**src/rtl/alu_share_arbiter.sv**
```systemverilog
// alu_share_arbiter: two-requester round-robin arbiter sharing one signed select/add/subtract stage
// Ports: clk, rst (sync, active-high); req0_*/req1_* valid/ready operand channels (a, b, sel);
//        res_valid/res_ready/res_data/res_id result channel; busy = res_valid | any request valid.
// Option: define ALU_SAT_EN to clamp add/subtract results to the DW-bit signed range.
module alu_share_arbiter #(
   parameter int DW = 8
) (
   input  logic          clk,
   input  logic          rst,
   input  logic          req0_valid,
   output logic          req0_ready,
   input  logic [DW-1:0] req0_a,
   input  logic [DW-1:0] req0_b,
   input  logic [1:0]    req0_sel,
   input  logic          req1_valid,
   output logic          req1_ready,
   input  logic [DW-1:0] req1_a,
   input  logic [DW-1:0] req1_b,
   input  logic [1:0]    req1_sel,
   output logic          res_valid,
   input  logic          res_ready,
   output logic [DW:0]   res_data,
   output logic          res_id,
   output logic          busy
);
   typedef enum logic {EMPTY, FULL} state_t;
   state_t state;
   logic last, free, grant0, grant1, acc0, acc1;
   logic [DW-1:0] a, b;
   logic [1:0] sel;
   logic [DW:0] ea, eb, raw, op_res;
   assign res_valid = state == FULL;
   assign busy = res_valid | req0_valid | req1_valid;
   assign free = !res_valid | res_ready;
   // on contention the requester that did not win last time goes first
   assign grant0 = req0_valid & (!req1_valid | last);
   assign grant1 = req1_valid & (!req0_valid | !last);
   assign req0_ready = grant0 & free & !rst;
   assign req1_ready = grant1 & free & !rst;
   assign acc0 = req0_valid & req0_ready;
   assign acc1 = req1_valid & req1_ready;
   assign a = grant1 ? req1_a : req0_a;
   assign b = grant1 ? req1_b : req0_b;
   assign sel = grant1 ? req1_sel : req0_sel;
   always_comb begin
      ea = {a[DW-1], a};
      eb = {b[DW-1], b};
      raw = sel == 2'b00 ? ea : sel == 2'b01 ? eb : sel == 2'b10 ? ea + eb : ea - eb;
`ifdef ALU_SAT_EN
      // top two bits disagree exactly when the value left the DW-bit signed range
      op_res = (sel[1] && raw[DW] != raw[DW-1]) ?
               (raw[DW] ? {2'b11, {(DW-1){1'b0}}} : {2'b00, {(DW-1){1'b1}}}) : raw;
`else
      op_res = raw;
`endif
   end
   always_ff @(posedge clk) begin
      if (rst) begin
         state <= EMPTY;
         res_data <= '0;
         res_id <= 1'b0;
         last <= 1'b1;
      end else if (acc0 | acc1) begin
         state <= FULL;
         res_data <= op_res;
         res_id <= acc1;
         last <= acc1;
      end else if (res_ready) begin
         state <= EMPTY;
      end
   end
endmodule
```
**config.mk**
```make
export PLATFORM = sky130hd
export DESIGN_NAME = alu_share_arbiter
export DESIGN_NICKNAME = d
export VERILOG_FILES = /design/src/rtl/alu_share_arbiter.sv
export SDC_FILE = /design/constraint.sdc
export NUM_CORES = 1
export LEC_CHECK = 0
export ABC_AREA = 1
export CAP_MARGIN = 10
export CELL_PAD_IN_SITES_DETAIL_PLACEMENT = 1
export CELL_PAD_IN_SITES_GLOBAL_PLACEMENT = 1
export CORE_MARGIN = 10
export CORE_UTILIZATION = 28
export CTS_BUF_LIST = sky130_fd_sc_hd__clkbuf_2
export DETAILED_ROUTE_END_ITERATION = 7
export PLACE_DENSITY = 0.83
export SETUP_SLACK_MARGIN = 0.05
export SLEW_MARGIN = 20
export SYNTH_ARGS = -nofsm -noshare
export SYNTH_HDL_FRONTEND = slang
export SYNTH_SLANG_ARGS = --single-unit
export TNS_END_PERCENT = 100
```
**constraint.sdc**
```tcl
create_clock -name clk -period 3 [get_ports clk]
set_input_delay 0.6 -clock clk [delete_from_list [all_inputs] [get_ports clk]]
set_output_delay 0.6 -clock clk [all_outputs]
set_load 0.01 [all_outputs]
```
* Word level (Yosys, flattened, before mapping)
Cells that the tools add are included.
Storage, ports and cells: ROM bits 0, flip-flop bits (word level) 12, memory bits (writable) 0, latch bits 0, output and inout port bits 14, word-level logic and storage cells 37, memories 0
Operators by class: bitwise logic cells 14, mux-type cells 8, multiply operators 0, equality and inequality tests 2, $add $sub $neg 2, shift operators 0, divide/modulo/power cells 0, $lt $le $gt $ge 0, reduce and logical (&&, ||, !) cells 7
Operators with widths (count):
- 2-to-1 mux 9 bit | 3
- 2-to-1 mux 8 bit | 2
- adder 8 x 8 -> 9 bit | 1
- subtractor 8 x 8 -> 9 bit | 1
- AND 1 bit | 8
- OR 1 bit | 6
- logical NOT 1 bit | 5
- == test 2 x 1 -> 1 bit, second input constant | 1
- == test 2 bit, second input constant | 1
- logical NOT 2 bit | 1
- 2-to-1 mux 1 bit | 2
- 2-to-1 mux 2 bit | 1
- nonzero test 2 bit | 1

* Depth between registers and ports, before layout
word-level depth 8, gate-level depth with buffers 20, mapped depth without buffers 20

* Least setup slack after synthesis
Ideal clock, no wire load.
path type input-to-reg, start point input port req0_valid, end point register res_data[4], data required time 2.872 ns, stages on the path 15, setup slack -0.026 ns, arrival time 2.899 ns, buffers on the path 2, setup time 0.128 ns, cells stage by stage nand2_2 -> nand2_2 -> buf_6 -> buf_6 -> o21a_4 -> inv_1 -> ha_1 -> nand2_1 -> o21ai_0 -> fa_1 -> nand3_1 -> nand3_1 -> or2_2 -> a221oi_1 -> a21oi_1
Between the ends: longest elaborated chain between the ends 8, elaborated cells between the ends (all ways) 22, those cells by class add/sub (2); eq/ne (2); mux (6); bitwise (10); reduce/logical (2)
RTL lines:
- start: declaration | line 10 | input logic req0_valid,
- logical NOT 1 bit | line 37 | assign grant1 = req1_valid & (!req0_valid | !last);
- OR 1 bit | line 37
- AND 1 bit | line 37
- 2-to-1 mux 8 bit (tied with other cells) | line 42 | assign a = grant1 ? req1_a : req0_a;
- subtractor 8 x 8 -> 9 bit (tied with other cells) | line 48 | raw = sel == 2'b00 ? ea : sel == 2'b01 ? eb : sel == 2'b10 ? ea + eb : ea - eb;
- 2-to-1 mux 9 bit (3 in a row) | line 48
- end signal: assignment | line 65 | res_data <= op_res;
- end: declaration | line 22 | output logic [DW:0] res_data,
Several ways; a longest one is shown, not always the timed one. A chain may end at the register's enable or synchronous reset.

* Final worst setup path
start point register last, end point register res_data[8]
Between the ends: longest elaborated chain between the ends 8, elaborated cells between the ends (all ways) 23, those cells by class add/sub (2); eq/ne (2); mux (6); bitwise (11); reduce/logical (2)
RTL lines:
- start: declaration | line 28 | logic last, free, grant0, grant1, acc0, acc1;
- start signal: assignment | line 62 | last <= 1'b1;
- start signal: assignment | line 67 | last <= acc1;
- logical NOT 1 bit | line 37
- OR 1 bit | line 37
- AND 1 bit | line 37
- 2-to-1 mux 8 bit (tied with other cells) | line 42
- subtractor 8 x 8 -> 9 bit (tied with other cells) | line 48
- 2-to-1 mux 9 bit (3 in a row) | line 48
Several ways; a longest one is shown, not always the timed one.

==> reports/metrics.yaml <==
place_inst: 382
final_common_cell: "nand2_1"
ys_warn_count: 0
max_freq_ghz: 0.350
place_congestion: 0.886
setup_viol: 0
drc: 0
yosysSeqAreaShare_pct: 16.7
tritoncts: "done"
worstHoldStart: "res_id"
drv_slew: 0
slowest_delay_ps: 380
crit_buf_inv: 3
cts_num_sinks: 12
min_path_type: "reg -> reg"
total_power_uw: 999
io_buffers: 54
async_flop_share_pct: 0
vias: 1944
grt_start_max_net_pins: 14
antenna_cells: 0
place_worst_setup_slack_ps: -622
synth_area_leaders: "dfxtp_1 (17%), nand2_1 (16%), ha_1 (8.7%)"
fill_cells: 644
syn2layout_area_growth_pct: 76.8
ant_nets: 0
grt_pass1_vias: 2161
drive_above_1_share_pct: 31.1
dieArea_um2: 8400
critPathRequiredTime_ps: 3300
reg2regPathDepth: 20
pwr_density_cell_nw_per_um2: 393
clkTransAtPathRegs_ps: 180
final_cell_mix: "nand2_1 (61), clkdlybuf4s50_1 (50), buf_4 (43)"
leakage_nw: 1.22
yosysTopAreaCell: "dfxtp_1"
drt-total-wl_um: 6850
initial_core_util_pct: 28.5
synth_top_area_share_pct: 16.7
post-route-min-period_ps: 2860
via_per_inst: 4.92
dominantRegCellSynth: "dfxtp_1"
antenna_found_initial: 0
coreArea_um2: 5040
hold_end: "res_id"
timing.reg2reg.setup_slack_ps: 140
critPathMaxFanout: 4
row_count: 26
clockBufferDepth: 2
syn_nets: 278
die_w_um: 91.7
r2r_end: "res_data[8]"
clock_latency_ps: 340
status: "finished, final reports clean"
final-hold-violation-count: 0
multi_input_area_um2: 1180
gr-total-overflow: 0
synth.avg_cell_area_um2: 6.36
seqCellArea_um2: 241
cp-end-kind: "register"
fin_crit_sh_pct: 95.3
die_y_um: 91.7
io_pins: 55
fin_nets: 378
fin_worst_skew_ps: 20.2
wl_per_cell_um: 17.3
crit_family: "simple AND/OR/NAND/NOR gates"
min_path_cells: 2
max-slew-margin-rel_pct: 68.9
vdd_ir_drop_max_mv: 0.207
critPathKind: "reg -> reg"
synth_seq_cells: 12
worst_path_most_repeated_cell: "a21oi_2"
dpl.hpwl_um: 4750
layoutNonFillerInstCount: 395
cts_htree_levels: 1
fin_util_pct: 50.4
drt-pass1-iter-count: 4
drt_iter0_drc: 105
holdBufCountCts: 0
syn_inst: 226
grt_pass1_wl_um: 9690
root_buffer: "clkbuf_2"
startpoint_type: "register"
worstMarginPinSlew_ps: 464
cp_data_arrival_time_ps: 3160
max_cap_viol_count: 0
ys_types: 39
cp_slowest_cell: "dfxtp_2"
grt_usage_pct: 13.9
fin_ws_ps: 141
r2r_start: "last"
numCtsBuffers: 3
synth-edff-count: 0
path_cells: "nand2_2 > nand2_2 > inv_2 > or2_1 > o21a_4 > buf_6 > nor2_4 > nand2_4 > nor2_4 > nand2_1 > nand2_1 > xor2_1 > ha_1 > a21oi_2 > o31ai_4 > a21oi_2 > inv_1 > nand3_2 > nand3_2 > a21oi_2"
netlist_area_um2: 1440
[cell type report]
| type | count | share of cell area, % |
|---|---|---|
| multi-input cells | 179 | 46.6 |
| repair buffers | 100 | 35.3 |
| flip-flops and latches | 12 | 9.50 |
| inverters | 30 | 4.43 |
| well taps | 70 | 3.44 |
| clock buffers | 3 | 0.591 |
| clock inverters | 1 | 0.148 |
[power by group]
group / total (mW) / internal, mW / switching (mW)
Clock: 0.110 / 0.0289 / 0.0810
Sequential: 0.188 / 0.177 / 0.0106
Combinational: 0.701 / 0.346 / 0.355
Total: 0.999 / 0.552 / 0.447
[sequential cells by signal, indices dropped and copies added, names as in the netlist]
name,count
res_data,9
res_valid,1
last,1
res_id,1
[worst min-delay path, cell delays in order, from the launching register on]
cell     delay (ps)
dfxtp_1         360
nand3_1          80
nand2_1          50
[repair_timing]
action / CTS / global route
setup buffers: 3 / 6
cloned: 0 / 0
pin swaps: 5 / 25
resized for setup: 8 / 36
endpoints found under the setup margin: 7 / 6
[cells in the mapped netlist, types with 3 or more instances]
cell type	number
nand2_1	61
inv_1	23
a21oi_1	22
nand3_1	16
dfxtp_1	12
o21ai_0	12
ha_1	10
inv_2	7
nor2_1	7
nand2_2	6
a221oi_1	4
nor2_2	4
xor2_1	4
buf_6	3
o21ai_1	3
[cell families (layout without fill, tap and decap cells)]
| kind of cell | after synthesis | after routing | share of synthesized area (%) |
|---|---|---|---|
| AO/OA/AOI/OAI | 55 | 55 | 24.0 |
| buffers and inverters | 35 | 134 | 10.8 |
| AND/OR/NAND/NOR | 107 | 107 | 34.7 |
| adder cells (fa/ha/maj) | 11 | 11 | 10.1 |
| XOR/XNOR | 6 | 6 | 3.66 |
| flip-flops | 12 | 12 | 16.7 |
[metrics by stage]
stage | setup TNS (ps) | hold slack [ps] | cell area [um2]
floorplan | 0 | 489 | 1440
global placement | -3110 | 466 | 2300
detailed placement | -3860 | 477 | 2300
CTS | 0 | 502 | 2370
global route | -27.9 | 508 | 2540
finish | 0 | 497 | 2540
[worst max-delay path by stage]
stage          startpoint          end  slack, ps  cells after the start
6_report             last  res_data[8]        140                     20
5_1_grt              last  res_data[8]        -30                     20
4_1_cts         req0_b[1]  res_data[8]         60                     17
3_5_place_dp   req0_valid  res_data[4]       -620                     17
3_3_place_gp   req0_valid  res_data[4]       -510                     17
2_1_floorplan  req0_valid  res_data[4]         70                     16
[per-layer routing]
layer	track usage, %	part of all wire [%]	vias up
met2	26.1	53	54
met3	4.40	5.7	12
met4	4.83	2.7	0
met1	14.0	39	927
met5	0	0	-
li1	-	-	951
Power figures use the tool's default switching activity.
